`config.mk`:
```
export PLATFORM = sky130hd
export DESIGN_NAME = pe_mem_arbiter
export DESIGN_NICKNAME = d
export VERILOG_FILES = /design/src/rtl/pe_mem_arbiter.sv
export SDC_FILE = /design/constraint.sdc
export NUM_CORES = 1
export LEC_CHECK = 0
export CAP_MARGIN = 20
export CORE_ASPECT_RATIO = 1.25
export CORE_MARGIN = 10
export CORE_UTILIZATION = 42
export DETAILED_ROUTE_END_ITERATION = 10
export GPL_TIMING_DRIVEN = 0
export PLACE_DENSITY = 0.87
export SKIP_CTS_REPAIR_TIMING = 1
export SLEW_MARGIN = 20
export SYNTH_ARGS = -nofsm -noshare
export SYNTH_HDL_FRONTEND = slang
export SYNTH_SLANG_ARGS = --single-unit
```
`constraint.sdc`:
```
create_clock -name clk -period 4.65 [get_ports clk]
set_input_delay 1.1625 -clock clk [delete_from_list [all_inputs] [get_ports clk]]
set_output_delay 1.1625 -clock clk [all_outputs]
set_load 0.01 [all_outputs]
```
`src/rtl/pe_mem_arbiter.sv`:
```
// Round-robin arbiter sharing one memory read port among NUM_PE processing elements.
// Each request completes with either memory data or a timeout error.
module pe_mem_arbiter #(
   parameter int NUM_PE   = 4,
   parameter int ADDR_W   = 32,
   parameter int DATA_W   = 32,
   parameter int MAX_WAIT = 255
) (
   input  logic                     clk,
   input  logic                     rst_n,
   input  logic [NUM_PE-1:0]        req_read,
   input  logic [NUM_PE*ADDR_W-1:0] req_addr,
   output logic [NUM_PE-1:0]        req_ack,
   output logic [DATA_W-1:0]        req_data,
   output logic                     req_err,
   output logic                     mem_req,
   output logic [ADDR_W-1:0]        mem_addr,
   input  logic                     mem_rvalid,
   input  logic [DATA_W-1:0]        mem_rdata,
   output logic [NUM_PE-1:0]        grant,
   output logic                     busy
);

   // state  | meaning
   // S_IDLE | no owner; pick next requester round-robin from last+1
   // S_WAIT | mem_req held for the owner until mem_rvalid or timeout
   // S_DONE | one-cycle ack gap; requests not sampled so the PE can drop its request

   localparam int PTR_W = (NUM_PE > 1) ? $clog2(NUM_PE) : 1;
   localparam int CW    = PTR_W + 1;
   localparam int CNT_W = (MAX_WAIT > 0) ? $clog2(MAX_WAIT + 1) : 1;
   localparam logic [PTR_W-1:0] PTR_INIT = PTR_W'(NUM_PE - 1);
   localparam logic [CNT_W-1:0] CNT_LAST = (MAX_WAIT > 0) ? CNT_W'(MAX_WAIT - 1) : '0;
   localparam logic [CNT_W-1:0] CNT_MAX  = '1;

   typedef enum logic [1:0] {
      S_IDLE = 2'd0,
      S_WAIT = 2'd1,
      S_DONE = 2'd2
   } state_t;

   state_t             state_q, state_d;
   logic [CNT_W-1:0]   cnt_q, cnt_d;
   logic [PTR_W-1:0]   last_q, last_d;
   logic [PTR_W-1:0]   own_q, own_d;
   logic [NUM_PE-1:0]  grant_q, grant_d;
   logic [NUM_PE-1:0]  req_ack_q, req_ack_d;
   logic [DATA_W-1:0]  req_data_q, req_data_d;
   logic               req_err_q, req_err_d;
   logic               mem_req_q, mem_req_d;
   logic [ADDR_W-1:0]  mem_addr_q, mem_addr_d;
   logic               busy_q, busy_d;

   logic               pick_vld;
   logic [PTR_W-1:0]   pick_idx;
   logic [CW-1:0]      cand;

   // Rotating search starting one past the last served PE.
   always_comb begin
      pick_vld = 1'b0;
      pick_idx = '0;
      cand     = '0;
      for (int k = 0; k < NUM_PE; k++) begin
         cand = {1'b0, last_q} + CW'(k + 1);
         if (cand >= CW'(NUM_PE)) begin
            cand = cand - CW'(NUM_PE);
         end
         if (!pick_vld && req_read[cand[PTR_W-1:0]]) begin
            pick_vld = 1'b1;
            pick_idx = cand[PTR_W-1:0];
         end
      end
   end

   always_comb begin
      state_d    = state_q;
      cnt_d      = cnt_q;
      last_d     = last_q;
      own_d      = own_q;
      grant_d    = grant_q;
      req_ack_d  = '0;
      req_data_d = '0;
      req_err_d  = 1'b0;
      mem_req_d  = mem_req_q;
      mem_addr_d = mem_addr_q;
      case (state_q)
         S_IDLE: begin
            grant_d    = '0;
            mem_req_d  = 1'b0;
            mem_addr_d = '0;
            if (pick_vld) begin
               own_d             = pick_idx;
               grant_d[pick_idx] = 1'b1;
               mem_addr_d        = req_addr[pick_idx*ADDR_W +: ADDR_W];
               mem_req_d         = 1'b1;
               cnt_d             = '0;
               state_d           = S_WAIT;
            end
         end
         S_WAIT: begin
            if (mem_rvalid) begin
               mem_req_d  = 1'b0;
               req_ack_d  = grant_q;
               req_data_d = mem_rdata;
               last_d     = own_q;
               state_d    = S_DONE;
            end else if (MAX_WAIT != 0 && cnt_q == CNT_LAST) begin
               mem_req_d = 1'b0;
               req_ack_d = grant_q;
               req_err_d = 1'b1;
               last_d    = own_q;
               state_d   = S_DONE;
            end else if (cnt_q != CNT_MAX) begin
               cnt_d = cnt_q + 1'b1;
            end
         end
         S_DONE: begin
            grant_d    = '0;
            mem_addr_d = '0;
            state_d    = S_IDLE;
         end
         default: begin
            grant_d   = '0;
            mem_req_d = 1'b0;
            state_d   = S_IDLE;
         end
      endcase
      busy_d = (state_d != S_IDLE);
   end

   always_ff @(posedge clk or negedge rst_n) begin
      if (!rst_n) begin
         state_q    <= S_IDLE;
         cnt_q      <= '0;
         last_q     <= PTR_INIT;
         own_q      <= '0;
         grant_q    <= '0;
         req_ack_q  <= '0;
         req_data_q <= '0;
         req_err_q  <= 1'b0;
         mem_req_q  <= 1'b0;
         mem_addr_q <= '0;
         busy_q     <= 1'b0;
      end else begin
         state_q    <= state_d;
         cnt_q      <= cnt_d;
         last_q     <= last_d;
         own_q      <= own_d;
         grant_q    <= grant_d;
         req_ack_q  <= req_ack_d;
         req_data_q <= req_data_d;
         req_err_q  <= req_err_d;
         mem_req_q  <= mem_req_d;
         mem_addr_q <= mem_addr_d;
         busy_q     <= busy_d;
      end
   end

   assign req_ack  = req_ack_q;
   assign req_data = req_data_q;
   assign req_err  = req_err_q;
   assign mem_req  = mem_req_q;
   assign mem_addr = mem_addr_q;
   assign grant    = grant_q;
   assign busy     = busy_q;

endmodule
```
## After elaboration in Yosys (flattened, before gate mapping)

Index checks and enable logic that the tools add are counted.

- Output and inout bits: 75
- Flip-flop bits (word level): 89
- Bits of input ports: 167
- Word-level logic and storage cells: 106

- Add/sub/neg operators: 9
- Bitwise logic cells: 1
- Shift-type cells: 1
- Reductions and logical operators: 16
- Equality and inequality tests: 9
- Order comparisons: 10
- Multiplexer cells: 49

Operator list:

| cell | number |
|---|---|
| $shiftx A128 B8 Y32 | 1 |
| $mux W32 | 3 |
| $pmux W32 S2 | 1 |
| $mux W8 | 4 |
| $mux W2 | 13 |
| $mux W4 | 4 |
| $pmux W8 S2 | 1 |
| $lt A2 B3 Y1 const B | 5 |
| $mux W1 | 15 |
| $ge A3 B3 Y1 const B | 4 |
| $add A8 B1 Y8 const B | 1 |
| $bmux W1 S2 | 4 |
| $eq A8 B8 Y1 const B | 1 |
| $ne A2 B2 Y1 const B | 4 |
| $ne A8 B8 Y1 const B | 1 |
| $pmux W4 S2 | 1 |
| $reduce_bool A2 Y1 | 4 |
| $sub A2 B1 Y2 const B | 4 |
| $add A2 B2 Y3 const B | 2 |
| $reduce_and A2 Y1 | 3 |
| $reduce_and A5 Y1 | 1 |
| $logic_and A1 B1 Y1 | 4 |
| $pmux W2 S2 | 1 |
| $add A2 B1 Y3 const B | 1 |
| 10 further kinds | 12 |

## Longest topological paths before layout

- Word-level depth: 21
- Gate-level depth with buffers: 8
- Depth with buffers taken out: 7

## Least setup slack after synthesis

No wires, ideal clock.

- Kind: input to register
- Start point: input port req_read[1]
- End point: register mem_addr_q[13], in the netlist mem_addr[13]
- Data required time: 4519 ps
- Path slack: 2090 ps
- Cell stages on the path: 7
- Arrival: 2428 ps
- Buffers on the path: 2
- Library setup time: 131 ps
- Path through: or4_4 and2_1 buf_6 buf_2 nand3_1 mux2_2 o211ai_1

- Word-level cells in the longest chain between the ends: 15

RTL lines:

| what | line | RTL |
|---|---|---|
| from (decl) | 11 | `input logic [NUM_PE-1:0] req_read,` |
| $bmux W1 S2 | 68 | `if (!pick_vld && req_read[cand[PTR_W-1:0]]) begin` |
| $mux W1 (not written as such) | 68 |  |
| $mux W1 | 68 |  |
| $logic_not A1 Y1 | 68 |  |
| $logic_and A1 B1 Y1 | 68 |  |
| $mux W1 | 68 |  |
| $logic_not A1 Y1 | 68 |  |
| $logic_and A1 B1 Y1 | 68 |  |
| $mux W1 | 68 |  |
| $logic_not A1 Y1 | 68 |  |
| $logic_and A1 B1 Y1 | 68 |  |
| $mux W2 | 68 |  |
| $shiftx A128 B8 Y32 | 94 | `mem_addr_d = req_addr[pick_idx*ADDR_W +: ADDR_W];` |
| $mux W32 * | 91 | `if (pick_vld) begin` |
| $pmux W32 S2 * | 86 | `case (state_q)` |
| to (signal assigned) | 154 | `mem_addr_q <= mem_addr_d;` |
| to (decl) | 51 | `logic [ADDR_W-1:0] mem_addr_q, mem_addr_d;` |

Every way passes the cells marked *; elsewhere a longest branch is shown, timed or not. The select of a mux whose other input is x is not followed.
A chain may end at the register's enable or synchronous reset.

## Worst setup path in the final report

- Start point: input port req_read[1]
- End point: register mem_addr_q[27], in the netlist mem_addr[27]

The elaborated chain is that of the path after synthesis.

==> impl_metrics.ini <==
[global_routing]
grt_usage_pct = 21.4
grt_max_degree = 61
overflow = 0
grt_pass1_vias = 4528
antenna_found_initial = 0
grt_pass1_wl_um = 24400

[worst_setup_path]
arrival_ns = 3.35
path_class = in2reg
crit_required_ns = 4.86
r2r-end = mem_addr[27]$_DFFE_PN0P_
worstReg2RegStart = last_q[1]$_DFFE_PN1P_
crit_chain = clkdlybuf4s50_1 -> or2_1 -> a311oi_2 -> a311oi_2 -> buf_6 -> a222oi_1 -> o21ai_1
cp_max_fo = 10
cp-start-kind = input pin
r2r_setup_slack_ns = 2.45
cpMostUsedCell = a311oi_2
slowest_stage = a311oi_2
ff2ff_path_depth = 6
worstSetupEndpointType = flop
cp_slowest_stage_delay_ns = 0.52

[detailed_routing]
dr.pass1.iters = 9
vias_per_cell = 5.42
num_vias = 4151
wl_um = 16100
drtIter0Drc = 261
wl_per_cell_um = 21.1
ant_nets = 0
route.detailed.drc = 0

[placed_design]
post-place-ws_ns = 1.15
dp_hpwl_um = 13000
dp_cells = 751
numPortBuffers = 241
gp_congestion = 0.868

[synth]
synth_common_cells = dfrtp_1, and3_1, mux2i_1, nand3_1, nand2_1
ys_async_sr_fraction_pct = 100
synth_edf_count = 0
yosys.area.top_type_share_pct = 51.4
synthTopCellsByArea = dfrtp_1, mux2i_1, and3_1, a222oi_1, nand3_1
syn_inst = 383
yosysMostFrequentCell = dfrtp_1
synth_area_mm2 = 0.00424
synthFlopType = dfrtp_1
yosys_warnings = 0
yosysTopAreaCell = dfrtp_1
avgSynthCellArea_um2 = 11.1
synth_seq_area_share_pct = 52.6
synthDistinctLibCells = 44
synthesis.nets = 552
ys_ff_latch = 89

[clock_tree]
cts_max_path_buffers = 2
clockRootBuffer = clkbuf_16
clk_latency_ns = 0.34
cts_tree = built
cts_sinks = 89
clk_pin_slew_ns = 0.06
cts_max_level = 3
cts_buffers = 9

[sta]
min_period_ns = 3.14
hold_viol = 0
whs_ns = 0.481
finalMaxSlewViolations = 0
max_freq_mhz = 318
timing.slew.headroom_pct = 54.3
final-setup-viol-count = 0
fin_ws_ns = 1.51
worstMarginPinSlew_ns = 0.686
period_share_pct = 67.6
grt_setup_unrepaired = false
skew_ns = 0.00781
setup_tns_ns = 0

[floorplan]
initial_core_util_pct = 43.4
core-area_mm2 = 0.00976
die_h_um = 132
ios = 242
die-area_mm2 = 0.0145
die_w_um = 110
num_rows = 40

[outcome]
status = complete, no violations

[final_layout]
drive_gt1_share_pct = 7.50
area_delta_synth_final_pct = 68.2
fillers = 713
fin_cells = 766
finalNetCount = 805
antenna_cells = 0

[min_path]
min_to = own_q[1]$_DFFE_PN0P_
worstHoldPathCells = 2
hold_class = reg2reg
hold_start = own_q[1]$_DFFE_PN0P_

[job]
drv_cap = 0

[power_and_ir_drop]
ir_worst_vdd_mv = 0.269
powerDensity_mw_per_mm2 = 505
p_leak_nw = 3.09
==> cell type report <==
cell class	instances	area, µm²	share of cell area, %
Buffer	32	160	2.25
Clock buffer	10	239	3.35
Tap cell	126	158	2.21
Multi-Input combinational cell	260	1840	25.8
Clock inverter	5	56.3	0.790
Sequential cell	89	2230	31.3
Inverter	2	7.51	0.105
Timing Repair Buffer	242	2440	34.2
==> power breakdown <==
part           switching (W)  total, W  internal, W
registers           0.000137   0.00115      0.00101
clock network       0.000297  0.000724     0.000427
logic               0.000856   0.00173     0.000869
==> layout by cell type, fill, tap and decap left out, drive strengths merged, types with 12 or more instances in the layout <==
master         synthesis  routed
clkdlybuf4s50          0     240
dfrtp                 87      87
and3                  38      38
nand3                 33      33
mux2i                 33      33
nand2                 28      28
clkbuf                15      25
o21ai                 22      22
buf                   17      19
o211ai                17      17
a222oi                17      17
mux2                  16      16
nor2                  12      12
==> metal layers <==
layer	part of all wire [%]	routed length, µm	vias up	GRT usage, %
li1	-	-	1930	-
met1	36	5850	2000	23.0
met2	52	8320	194	37.8
met3	9.6	1540	27	6.21
met4	2.6	418	0	8.19
met5	0	0	-	0
==> critical path: cells and delay by family <==
family / cells / cell delay (ns)
AOI/OAI and AO/OA: 4 / 1.15
buffers and inverters: 2 / 0.73
and+or+nand+nor: 1 / 0.30
==> how the worst max path moves through the flow <==
stage	to	startpoint	slack (ns)	depth (start not counted)
after floorplan	mem_addr[13]$_DFFE_PN0P_	req_read[1]	2.09	7
after global placement	mem_addr[10]$_DFFE_PN0P_	rst_n	-0.79	1
after detailed placement	mem_addr[16]$_DFFE_PN0P_	req_read[1]	1.15	7
after CTS	mem_addr[27]$_DFFE_PN0P_	req_read[1]	1.51	7
after global routing	mem_addr[27]$_DFFE_PN0P_	req_read[1]	1.32	7
final	mem_addr[27]$_DFFE_PN0P_	req_read[1]	1.51	7
==> state kept, by name (all words and copies together), names as in the netlist <==
register	cells
own_q	2
busy	1
mem_req	1
req_data	32
state_q	2
req_ack	4
last_q	2
grant	4
cnt_q	8
req_err	1
mem_addr	32
==> kinds of logic (layout without fill, tap and decap cells) <==
logic type / after synthesis / count (layout) / share of synthesized area (%)
xor gates and xnor gates: 5 / 5 / 1.03
buffers and inverters: 34 / 291 / 3.96
adders and majority gates: 2 / 2 / 0.590
and+or+nand+nor: 132 / 132 / 16.8
DFF: 89 / 89 / 52.6
muxes: 49 / 49 / 12.0
AOI/OAI and AO/OA: 72 / 72 / 12.9
==> metrics by stage <==
| stage | area, µm² | total power, W | utilization (%) |
|---|---|---|---|
| 3_5_place_dp | 6830 | 0.00289 | 70.0 |
| 2_1_floorplan | 4240 | 0.00205 | - |
| 5_1_grt | 7130 | 0.00380 | 73.0 |
| 6_report | 7130 | 0.00360 | 73.0 |
| 4_1_cts | 7130 | 0.00362 | 73.0 |
| 3_3_place_gp | 6810 | 0.00284 | 69.8 |
(Power assumes the default switching activity.)
